### src/rtl/signed_divider.sv
// Signed integer divider: 32-bit dividend by 16-bit divisor, restoring shift-subtract, one quotient bit per clock.
// Latency: 33 cycles from the accepting edge to done, fixed for every operand including divide-by-zero.
// Backpressure: none; start is sampled only in IDLE and ignored while busy (no queueing).
module signed_divider #(
  parameter int WIDTH_N = 32,
  parameter int WIDTH_D = 16
) (
  input  logic               clk,
  input  logic               rst_n,
  input  logic               start,
  input  logic [WIDTH_N-1:0] dividend,
  input  logic [WIDTH_D-1:0] divisor,
  output logic               busy,
  output logic               done,
  output logic [WIDTH_N-1:0] quotient,
  output logic [WIDTH_D-1:0] remainder,
  output logic               div_by_zero,
  output logic               overflow
);

  localparam int CW = $clog2(WIDTH_N);

  typedef enum logic [1:0] {IDLE, CALC, FIX} state_t;

  state_t             state;
  // Holds the dividend magnitude; quotient bits shift in from the bottom as it shifts out the top.
  logic [WIDTH_N-1:0] dvd_q;
  logic [WIDTH_D-1:0] dvs_mag;
  logic [WIDTH_D:0]   prem;
  logic [CW-1:0]      cnt;
  logic               dvd_neg;
  logic               dvs_neg;
  logic               ovf_case;

  // One extra bit beyond the partial remainder so the trial result's sign is never lost.
  logic [WIDTH_D+1:0] shifted;
  logic [WIDTH_D+1:0] trial;
  logic [WIDTH_N-1:0] dvd_abs;
  logic [WIDTH_D-1:0] dvs_abs;
  logic               is_ovf;
  logic [WIDTH_D-1:0] rmag;

  assign shifted = {prem, dvd_q[WIDTH_N-1]};
  assign trial   = shifted - {2'b00, dvs_mag};
  // Negating the most negative value wraps to itself, which read unsigned is the correct magnitude.
  assign dvd_abs = dividend[WIDTH_N-1] ? -dividend : dividend;
  assign dvs_abs = divisor[WIDTH_D-1]  ? -divisor  : divisor;
  assign is_ovf  = (dividend == {1'b1, {(WIDTH_N-1){1'b0}}}) && (divisor == {WIDTH_D{1'b1}});
  // The partial remainder is always below |divisor| <= 2^(WIDTH_D-1), so the low bits carry it.
  assign rmag    = prem[WIDTH_D-1:0];

  // Control FSM, iteration datapath and registered result outputs.
  always_ff @(posedge clk or negedge rst_n) begin
    if (!rst_n) begin
      state       <= IDLE;
      busy        <= 1'b0;
      done        <= 1'b0;
      quotient    <= '0;
      remainder   <= '0;
      div_by_zero <= 1'b0;
      overflow    <= 1'b0;
      dvd_q       <= '0;
      dvs_mag     <= '0;
      prem        <= '0;
      cnt         <= '0;
      dvd_neg     <= 1'b0;
      dvs_neg     <= 1'b0;
      ovf_case    <= 1'b0;
    end else begin
      done <= 1'b0;
      case (state)
        IDLE: begin
          if (start) begin
            state    <= CALC;
            busy     <= 1'b1;
            dvd_neg  <= dividend[WIDTH_N-1];
            dvs_neg  <= divisor[WIDTH_D-1];
            ovf_case <= is_ovf;
            dvd_q    <= dvd_abs;
            dvs_mag  <= dvs_abs;
            prem     <= '0;
            cnt      <= '0;
          end
        end
        CALC: begin
          // Keep the difference when non-negative (quotient bit 1), otherwise restore.
          dvd_q <= {dvd_q[WIDTH_N-2:0], ~trial[WIDTH_D+1]};
          prem  <= trial[WIDTH_D+1] ? shifted[WIDTH_D:0] : trial[WIDTH_D:0];
          cnt   <= cnt + 1'b1;
          if (cnt == CW'(WIDTH_N-1)) begin
            state <= FIX;
          end
        end
        FIX: begin
          state <= IDLE;
          busy  <= 1'b0;
          done  <= 1'b1;
          if (dvs_mag == '0) begin
            // Iterations ran anyway to keep latency constant; their result is meaningless.
            quotient    <= '0;
            remainder   <= '0;
            div_by_zero <= 1'b1;
            overflow    <= 1'b0;
          end else begin
            // Min / -1: magnitude 2^(N-1) with equal signs is left as-is and reads back wrapped.
            quotient    <= (dvd_neg ^ dvs_neg) ? -dvd_q : dvd_q;
            remainder   <= dvd_neg ? -rmag : rmag;
            div_by_zero <= 1'b0;
            overflow    <= ovf_case;
          end
        end
        default: begin
          state <= IDLE;
          busy  <= 1'b0;
        end
      endcase
    end
  end

endmodule
### config.mk
export PLATFORM = sky130hd
export DESIGN_NAME = signed_divider
export DESIGN_NICKNAME = d
export VERILOG_FILES = /design/src/rtl/signed_divider.sv
export SDC_FILE = /design/constraint.sdc
export NUM_CORES = 1
export LEC_CHECK = 0
export BUFFER_PORTS_ARGS = -buffer_cell sky130_fd_sc_hd__buf_2
export CORE_MARGIN = 2
export CORE_UTILIZATION = 59
export DETAILED_ROUTE_END_ITERATION = 12
export PLACE_DENSITY = 0.82
export SETUP_SLACK_MARGIN = 0.1
export SLEW_MARGIN = 20
export SYNTH_ARGS = -nofsm -noshare
export SYNTH_HDL_FRONTEND = slang
export SYNTH_SLANG_ARGS = --single-unit
### constraint.sdc
create_clock -name clk -period 3.4 [get_ports clk]
set_input_delay 0.51 -clock clk [delete_from_list [all_inputs] [get_ports clk]]
set_output_delay 0.51 -clock clk [all_outputs]
set_load 0.1 [all_outputs]
* After elaboration in Yosys (flattened, before gate mapping)
Index checks and enable logic that the tools add are counted.
Storage, ports and cells: bits in registers 127, input port bits 51, output and inout bits 52, word-level logic and storage cells 59
Operators by class: add/subtract/negate cells 6, equality and inequality tests 7, mux-type cells 21, bitwise operators 3, reduce and logical (&&, ||, !) cells 8
Operator list (number):
- two-way mux 32 bit | 4
- negation 32 bit | 2
- one-hot mux 32 bit (2 select lines) | 1
- two-way mux 16 bit | 3
- two-way mux 17 bit | 2
- one-hot mux 17 bit (2 select lines) | 1
- equality test 32 bit (second input constant) | 1
- negation 16 bit | 2
- subtractor 18 x 16 -> 18 bit | 1
- equality test 16 bit (second input constant) | 1
- zero test 16 bit | 1
- one-hot mux 5 bit (2 select lines) | 1
- AND reduction 2 bit | 4
- adder 5 x 1 -> 5 bit (second input constant) | 1
- equality test 5 bit (second input constant) | 1
- two-way mux 5 bit | 1
- two-way mux 1 bit | 4
- two-way mux 2 bit | 2
- != test 2 bit (second input constant) | 2
- one-hot mux 2 bit (2 select lines) | 1
- equality test 2 x 1 -> 1 bit (second input constant) | 1
- equality test 2 bit (second input constant) | 1
- zero test 2 bit | 1
- inverter 1 bit | 2
- other kinds (4) | 4

* Logic depth before layout (Yosys ltp)
Gate-level depths: netlist (run 1).
depth in word-level cells 4, gate-level depth with buffers 12, gate-level depth less buffers 11

* Least setup slack after synthesis (run 1)
No wires, ideal clock.
path kind input to register, start in dividend[14], end reg dvd_q[28], library setup time 0.129 ns, arrival 2.542 ns, required time 3.271 ns, setup slack 0.729 ns, stages on the path 7, buffers on the path 0, cells stage by stage or4_4 -> or3_1 -> or3_4 -> or4_4 -> o21ai_2 -> xor2_1 -> o21ai_1
On the way: longest elaborated chain between the ends 4
RTL lines:
- start: declaration | RTL line 11 | input logic [WIDTH_N-1:0] dividend,
- negation 32 bit | RTL line 46 | assign dvd_abs = dividend[WIDTH_N-1] ? -dividend : dividend;
- two-way mux 32 bit | RTL line 46
- two-way mux 32 bit | RTL line 73 | if (start) begin
- one-hot mux 32 bit (2 select lines) | RTL line 71 | case (state)
- end signal: assignment | RTL line 79 | dvd_q <= dvd_abs;
- end signal: assignment | RTL line 87 | dvd_q <= {dvd_q[WIDTH_N-2:0], ~trial[WIDTH_D+1]};
- end: declaration | RTL line 27 | logic [WIDTH_N-1:0] dvd_q;
No other way between the ends. The select of a mux whose other input is x is not followed. A chain may end at the register's enable or synchronous reset.

* Worst setup path in the final report (run 1)
start reg dvd_q[31], end reg prem[14]
On the way: longest elaborated chain between the ends 3
RTL lines:
- subtractor 18 x 16 -> 18 bit | RTL line 44 | assign trial = shifted - {2'b00, dvs_mag};
- two-way mux 17 bit | RTL line 88 | prem <= trial[WIDTH_D+1] ? shifted[WIDTH_D:0] : trial[WIDTH_D:0];
- one-hot mux 17 bit (2 select lines) | RTL line 71
- end signal: assignment | RTL line 88
- end: declaration | RTL line 29 | logic [WIDTH_D:0] prem;
No other way between the ends.

==> qor.txt, run 1 <==
status -> finished, final reports clean
Routed WL per cell -> 16.9 um
vias in the first global route -> 6443
minimum clock period -> 3.02 ns
power share of the combinational group -> 52.2%
Clock Latency Late Sink -> 0.42 ns
Post-DP HPWL -> 13900 um
total power -> 10.6 mW
worst vdd ir -> 0.500 mV
Worst Max-Slew Pin Slew -> 0.956 ns
clock share of power -> 19.8%
RSZ-0062 raised after global routing -> no
first-pass GRT wire length -> 32800 um
CP bufs+invs -> 2
CTS Sinks -> 127
Max Clock Skew -> 0.00705 ns
CP top delay family -> compound AO/OA/AOI/OAI gates
initial antenna violation count -> 0
CTS tree -> built
Seq/Total Area, Yosys -> 40.8%
Critical Path, Cell by Cell -> inv_1 -> ha_1 -> inv_1 -> fa_1 -> a21o_1 -> a221oi_1 -> o211ai_1 -> o21a_1 -> o21ai_0 -> o311ai_0 -> o21ai_0
NumNets Final -> 1047
DRC Markers -> 0
Internal Power -> 5.52 mW
share of layout cells above drive strength 1 -> 16.2%
# rows -> 42
ys async rst share -> 100%
dominant cells by area after synthesis -> dfrtp_1, o21ai_0, xor2_1
sequential power share -> 28.0%
Mapped Area -> 7800 um2
Worst EP required -> 3.73 ns
fmax -> 332 MHz
vias per cell -> 6.01
DR vias -> 6975
critical path startpoint category -> flip-flop
top-area cell type share of the netlist area -> 40.8%
largest net degree at the start of global routing -> 90
setup slack, reg-to-reg -> 0.38 ns
slew margin rel. -> 35.8%
total gr overflow -> 0
final setup fails -> 0
fin crit share -> 88.7%
Die X -> 119 um
Crit Path Class -> reg -> reg
Reg clk slew, reported paths -> 0.06 ns
number of H-tree levels -> 4
Finished Layout Cells -> 1161
Max-cap violations -> 0
TritonRoute pass-1 iters -> 5
setup repair bufs after CTS -> 0
Area Growth Syn to Fin -> 17.3%
Mapped Cells -> 887
Sw Ratio -> 47.7%
CP endpoint kind -> flip-flop
FF+latch count, synth -> 127
Die H -> 119 um
Distinct cells, synth -> 63
most common cell in the netlist -> o21ai_0
drt total wl -> 19600 um
Slowest-stage cell, CP -> a221oi_1
# port buffers -> 102
Worst R2R Path Depth -> 11
YS warnings -> 0
ANT nets after route -> 0
FILL cells -> 1019
Sw Pwr -> 5.03 mW
reg2reg start -> dvd_q[31]
CTS Buf Count -> 17
routability cong. -> 0.934
synthesized area per cell -> 8.79 um2
reg2reg end -> prem[14]
Total GRT Usage -> 29.0%
top cells by instance count after synthesis -> o21ai_0, nand2_1, dfrtp_1, xor2_1, clkbuf_1
Initial Util -> 59.6%
final number of hold-violating endpoints -> 0
Core ar. -> 13100 um2
PD cells -> 1150 nW/um2
# IOs -> 103
CP max stage delay -> 0.62 ns
Static Leak -> 4.17 nW
area of the die -> 14200 um2
ant diodes -> 0
Post-synth EDFFs -> 0
Slew Viols, Final -> 0
first-iteration detailed-routing DRC count -> 692
top_reg_cell synth -> dfrtp_1
WHS -> 0.0528 ns
Final TNS setup -> 0 ns
clock buffer depth -> 2
CP max FO -> 4
CP Data Arrival Time -> 3.34 ns
Hold WC Path Type -> in -> async
DP Cell Count -> 1129
cell taking the most area after synthesis -> dfrtp_1
root cell of the clock tree -> clkbuf_16
Net Count, Synth -> 962
==> stage by stage <==
stage | instance area (um2) | util [%] | worst slack [ns]
global placement | 8460 | 64.7 | 0.508
global route | 9150 | 69.9 | 0.140
floorplan | 7800 | - | 0.729
detailed placement | 8460 | 64.7 | 0.359
CTS | 9140 | 69.9 | 0.294
finish | 9150 | 69.9 | 0.384
==> cell families (layout without fill, tap and decap cells) <==
family	Yosys count	in the layout	synth area share (%)
AO/OA/AOI/OAI	277	277	22.0
AND/OR/NAND/NOR	268	268	16.7
flip-flops	127	127	40.8
XOR/XNOR	100	100	11.2
buffers and inverters	80	178	3.88
adder cells (fa/ha/maj)	24	24	3.95
multiplexers	11	11	1.41
==> worst max-delay path by stage <==
stage                             from   endpoint  slack, ns  depth (start not counted)
after floorplan           dividend[14]  dvd_q[28]       0.73                          7
after CTS                      prem[3]   prem[14]       0.29                          8
final                        dvd_q[31]   prem[14]       0.38                         11
after global routing         dvd_q[31]   prem[14]       0.14                         11
after detailed placement       prem[3]   prem[14]       0.36                          8
after global placement         prem[3]   prem[14]       0.51                          8
==> registers in the layout, indices dropped and copies added (netlist names) <==
| name | count |
|---|---|
| dvs_neg | 1 |
| dvd_q | 32 |
| state | 2 |
| done | 1 |
| remainder | 16 |
| div_by_zero | 1 |
| prem | 17 |
| quotient | 32 |
| ovf_case | 1 |
| overflow | 1 |
| cnt | 5 |
| dvd_neg | 1 |
| busy | 1 |
| dvs_mag | 16 |
==> final cells by class <==
type,count,area [um2],area share [%]
Sequential cell,127,3180,34.8
Clock buffer,22,474,5.19
Multi-Input combinational cell,680,4330,47.4
Clock inverter,10,206,2.26
Inverter,33,124,1.35
Tap cell,176,220,2.41
Timing Repair Buffer,113,608,6.65
==> layer usage <==
layer / vias up / wire length (um) / track usage [%]
met4: 0 / 385 / 8.93
met5: - / 0 / 0
met2: 283 / 8520 / 41.7
met1: 3292 / 9230 / 44.1
li1: 3358 / - / -
met3: 42 / 1470 / 5.89
==> layout by cell type (no fill, tap or decap), drive strengths merged, types with 16 or more instances in the layout <==
| master | count |
|---|---|
| nor2 | 33 |
| ha | 23 |
| inv | 33 |
| xnor2 | 32 |
| o21ai | 140 |
| buf | 113 |
| dfrtp | 127 |
| a22oi | 23 |
| nand3 | 16 |
| nand2 | 129 |
| a21oi | 25 |
| o31ai | 21 |
| xor2 | 68 |
| clkbuf | 22 |
==> power by group through the flow <==
stage,clock network [mW],registers (mW),logic (mW)
floorplan,0,3.69,3.39
global placement,0,2.89,5.30
detailed placement,0,2.92,5.40
CTS,2.10,2.91,5.48
global route,2.19,3.03,6.06
finish,2.09,2.95,5.51
==> repair_timing <==
| item | CTS | global route |
|---|---|---|
| hold buffers | 0 | 0 |
| endpoints found under the setup margin | 0 | 11 |
| gates resized for setup | 0 | 1 |
Note: power is estimated with default switching activity, not from simulation.
==> run 2: changes to the inputs <==
CORE_UTILIZATION = 53   (was 59)
PLACE_DENSITY = 0.78   (was 0.82)
clock period = 2.4 ns   (was 3.4 ns; I/O delays follow)
==> qor.txt, run 2 (synthesized netlist as in run 1, its figures left out) <==
Area Growth Syn to Fin -> 31.1%
worst vdd ir -> 0.879 mV
Finished Core Util -> 70.6%
slew margin rel. -> 33.5%
PD cells -> 1650 nW/um2
Sw Ratio -> 47.4%
drt total wl -> 22000 um
clock share of power -> 14.2%
FILL cells -> 1058
met2 Usage GRT -> 39.3%
initial antenna violation count -> 0
Post-DP HPWL -> 15100 um
grt met1 use -> 41.0%
Reg clk slew, reported paths -> 0.05 ns
Placement Cell Area -> 9280 um2
first-iteration detailed-routing DRC count -> 691
GR Util met3 -> 4.88%
Max Clock Skew -> 0.00747 ns
DR vias -> 7508
fmax -> 402 MHz
Clock Latency Late Sink -> 0.42 ns
status -> finished with violations
most used routing layer -> met1
CTS Sinks -> 127
PnR worst setup slack -> -0.0886 ns
Design Area, Final -> 10200 um2
Routed WL per cell -> 17.4 um
most common library cell in the layout ignoring fill and taps -> dfrtp_1
vias in the first global route -> 6888
ant diodes -> 0
number of H-tree levels -> 4
# IOs -> 103
sequential power share -> 22.5%
ANT nets after route -> 0
CP endpoint kind -> flip-flop
NumNets Final -> 1146
TritonRoute pass-1 iters -> 5
DRC Markers -> 0
largest net degree at the start of global routing -> 128
area of the multi-input gates -> 4730 um2
Hold WC Path Type -> in -> async
total gr overflow -> 0
Crit Path Class -> reg -> reg
commonest cells after routing, fill and taps aside -> dfrtp_1, nand2_1, o21ai_0
Internal Power -> 8.88 mW
Die X -> 125 um
CP max FO -> 4
critical path startpoint category -> flip-flop
CP Data Arrival Time -> 2.79 ns
Total GRT Usage -> 27.1%
final setup fails -> 11
top flop regs -> dvd_q (32), quotient (32), prem (17)
vias per cell -> 5.93
Sw Pwr -> 8.00 mW
# rows -> 44
area of the die -> 15700 um2
final number of hold-violating endpoints -> 0
Max-cap violations -> 0
Initial Util -> 53.9%
# port buffers -> 102
Worst Max-Slew Pin Slew -> 0.991 ns
violated checks -> negative setup slack
Die H -> 125 um
RSZ-0062 raised after global routing -> yes
CTS Buf Count -> 17
power share of the combinational group -> 63.4%
routability cong. -> 0.915
Static Leak -> 4.66 nW
root cell of the clock tree -> clkbuf_16
Worst EP required -> 2.71 ns
Core ar. -> 14500 um2
Slew Viols, Final -> 0
fin crit share -> 104%
share of layout cells above drive strength 1 -> 29.9%
register area -> 3180 um2
clock buffer depth -> 2
CTS tree -> built
first-pass GRT wire length -> 34400 um
minimum clock period -> 2.49 ns
==> run 2: area by class of cell <==
class	count	area share [%]
clock buffers	23	4.67
multi-input cells	680	46.3
well taps	184	2.25
clock inverters	7	0.612
inverters	33	1.21
repair buffers	212	13.9
flip-flops and latches	127	31.1
==> run 2: final timing paths <==
check / start / to / slack (ns) / cells past startpoint
max: dvs_mag[2] / prem[16] / -0.09 / 10
min: rst_n / dvd_q[17] / 0.004 / 2
max reg2reg: dvs_mag[2] / prem[16] / -0.09 / 10
min reg2reg: quotient[25] / quotient[25] / 0.47 / 2
max in group asynchronous: rst_n / prem[9] / 1.85 / 2
min in group clk: dividend[0] / dvd_q[0] / 0.25 / 3
==> run 2: routing by layer <==
layer / routed length [um] / vias to the layer above / part of all wire, %
met5: 0 / - / 0
met4: 425 / 0 / 1.9
met3: 1840 / 39 / 8.4
met2: 9750 / 341 / 44
met1: 9970 / 3573 / 45
li1: - / 3555 / -
==> run 2: through the flow <==
step	TNS, ns	setup slack, ns	hold WS [ns]	total power [mW]	instances
CTS	-0.0900	-0.0469	0.0737	16.0	1260
global route	-1.54	-0.149	0.116	17.9	1266
global placement	-0.818	-0.293	0.456	12.9	1226
floorplan	-0.252	-0.121	0.0644	10.4	887
finish	-0.428	-0.0886	0.00379	16.9	1266
detailed placement	-1.11	-0.363	0.465	13.1	1226
==> run 2: power by group through the flow <==
| stage | logic, mW | clock network, mW | registers, mW |
|---|---|---|---|
| 2_1_floorplan | 5.13 | 0 | 5.26 |
| 3_3_place_gp | 9.19 | 0 | 3.69 |
| 3_5_place_dp | 9.38 | 0 | 3.73 |
| 4_1_cts | 9.85 | 2.42 | 3.72 |
| 5_1_grt | 11.5 | 2.51 | 3.86 |
| 6_report | 10.7 | 2.39 | 3.79 |
==> run 2: critical path, stage by stage, from the launching register on <==
cell,delay [ns]
dfrtp_1,0.39
inv_2,0.11
ha_4,0.23
nand3b_1,0.16
a211oi_2,0.11
or2_4,0.25
o211a_1,0.27
o311a_4,0.36
buf_6,0.14
a22o_1,0.17
a22o_1,0.19
==> run 2: what timing repair did <==
item | 4_1_cts | 5_1_grt
cloned | 0 | 1
hold buffers | 0 | 0
setup buffers | 4 | 5
pin swaps | 13 | 27
resized for setup | 33 | 55
endpoints found under the setup margin | 22 | 31
==> run 3: changes to the inputs <==
CORE_UTILIZATION = 55   (was 53)
CTS_BUF_LIST = sky130_fd_sc_hd__clkbuf_2 sky130_fd_sc_hd__clkbuf_4 sky130_fd_sc_hd__clkbuf_8   (was not set)
PLACE_DENSITY = 0.81   (was 0.78)
SLEW_MARGIN = 10   (was 20)
==> qor.txt, run 3 (synthesized netlist as in run 1, its figures left out) <==
status -> finished with violations
violated checks -> negative setup slack
Post-DP HPWL -> 15400 um
Initial Util -> 56.2%
most common library cell in the layout ignoring fill and taps -> dfrtp_1
slew margin rel. -> 33.7%
DRC Markers -> 0
Static Leak -> 4.66 nW
largest net degree at the start of global routing -> 53
Design Area, Final -> 10200 um2
CP max stage delay -> 0.41 ns
first-pass GRT wire length -> 34700 um
minimum clock period -> 2.50 ns
Die X -> 123 um
Area Growth Syn to Fin -> 31.1%
DR vias -> 7682
CP bufs+invs -> 3
Core ar. -> 13900 um2
Reg clk slew, reported paths -> 0.08 ns
number of H-tree levels -> 4
CP Data Arrival Time -> 2.80 ns
CTS Sinks -> 127
area of the die -> 15100 um2
Routed WL per cell -> 18.0 um
ant diodes -> 0
# IOs -> 103
Max-cap violations -> 0
final number of hold-violating endpoints -> 0
CTS tree -> built
share of layout cells above drive strength 1 -> 31.2%
commonest cells after routing, fill and taps aside -> dfrtp_1, nand2_1, buf_4
Die H -> 123 um
# rows -> 43
Hold WC Path Type -> in -> reg
first-iteration detailed-routing DRC count -> 720
final setup fails -> 13
# port buffers -> 102
Worst Max-Slew Pin Slew -> 0.987 ns
top flop regs -> dvd_q (32), quotient (32), prem (17)
NumNets Final -> 1161
fin crit share -> 104%
Crit Path Class -> reg -> reg
CTS Buf Count -> 17
WHS -> 0.223 ns
CP top delay family -> compound AO/OA/AOI/OAI gates
Critical Path, Cell by Cell -> inv_2 -> ha_4 -> inv_4 -> fa_2 -> a21o_1 -> a221oi_4 -> buf_4 -> a2bb2oi_4 -> o2bb2ai_2 -> xnor2_1 -> mux2i_1 -> o21ai_1
vias per cell -> 6.01
Slew Viols, Final -> 0
Slowest-stage cell, CP -> dfrtp_1
fmax -> 399 MHz
Total GRT Usage -> 29.5%
total power -> 17.0 mW
Placement Cell Area -> 9200 um2
vias in the first global route -> 7070
critical path startpoint category -> flip-flop
CP max FO -> 3
RSZ-0062 raised after global routing -> yes
Max Clock Skew -> 0.0157 ns
worst vdd ir -> 0.721 mV
Clock Latency Late Sink -> 0.45 ns
CP endpoint kind -> flip-flop
total gr overflow -> 0
PnR worst setup slack -> -0.105 ns
initial antenna violation count -> 0
PD cells -> 1660 nW/um2
ANT nets after route -> 0
drt total wl -> 23000 um
Worst EP required -> 2.70 ns
FILL cells -> 989
clock buffer depth -> 2
TritonRoute pass-1 iters -> 6
routability cong. -> 0.948
root cell of the clock tree -> clkbuf_8
run 3: changes by cell type in the layout (fill, tap and decap cells not counted), moves of 2 or more:
| cell | before | now |
|---|---|---|
| o31ai_1 | 18 | 16 |
| clkbuf_8 | 3 | 21 |
| clkinvlp_4 | 1 | 3 |
| clkinv_2 | 5 | 1 |
| o311ai_1 | 0 | 3 |
| o311ai_2 | 3 | 1 |
| inv_2 | 12 | 10 |
| buf_4 | 104 | 117 |
| clkbuf_1 | 3 | 0 |
| clkbuf_16 | 18 | 0 |
| buf_2 | 99 | 101 |
| clkinv_4 | 0 | 4 |
run 3: metal layers:
metal  GRT usage, %  part of all wire [%]
met1           43.5                    45
met2           44.9                    46
met3           5.12                   7.7
met4           8.66                   1.9
met5              0                     0
run 3: final cells by class:
| cell class | instances | area, um2 | area share, % |
|---|---|---|---|
| Sequential cell | 127 | 3180 | 31.1 |
| Tap cell | 180 | 225 | 2.20 |
| Multi-Input combinational cell | 680 | 4770 | 46.7 |
| Clock inverter | 11 | 131 | 1.29 |
| Clock buffer | 21 | 289 | 2.83 |
| Inverter | 33 | 126 | 1.24 |
| Timing Repair Buffer | 227 | 1500 | 14.7 |
run 3: worst register-to-register path, delay by kind of cell (launching register included):
kind            cells  cell delay [ns]
flops               1             0.41
fa+ha+maj           2             0.48
xor+xnor            1             0.09
buf+inv             3             0.32
mux                 1             0.15
compound gates      5             0.91
run 3: path summary, 6_finish.rpt:
kind	from	end	slack (ns)	cells after the start
worst max-delay path	dvd_q[31]	prem[10]	-0.10	12
worst min-delay path	dividend[0]	dvd_q[0]	0.22	3
worst max register to register	dvd_q[31]	prem[10]	-0.10	12
worst min register to register	remainder[11]	remainder[11]	0.48	2
max in group asynchronous	rst_n	dvs_mag[7]	1.29	3
min in group asynchronous	rst_n	dvd_q[17]	0.44	2
run 3: through the flow:
step / worst slack, ns / util [%] / std cells / TNS [ns]
global route: -0.211 / 73.6 / 1279 / -1.64
floorplan: -0.121 / - / 887 / -0.252
CTS: -0.0357 / 71.1 / 1262 / -0.0652
detailed placement: -0.299 / 66.3 / 1214 / -1.12
finish: -0.105 / 73.6 / 1279 / -0.421
global placement: -0.307 / 66.3 / 1214 / -0.846
run 3: timing repair:
action | CTS | global route
cloned | 1 | 1
hold endpoints to repair | 40 | 0
resized for setup | 36 | 61
setup endpoints to repair | 23 | 34
pin swaps | 12 | 23
buffers inserted | 14 | 16
hold buffers | 1 | 0
run 3: power by group:
group          internal [mW]  switching (mW)
registers               2.99           0.803
logic                   4.65            6.58
clock network           1.04           0.892
total                   8.68            8.28
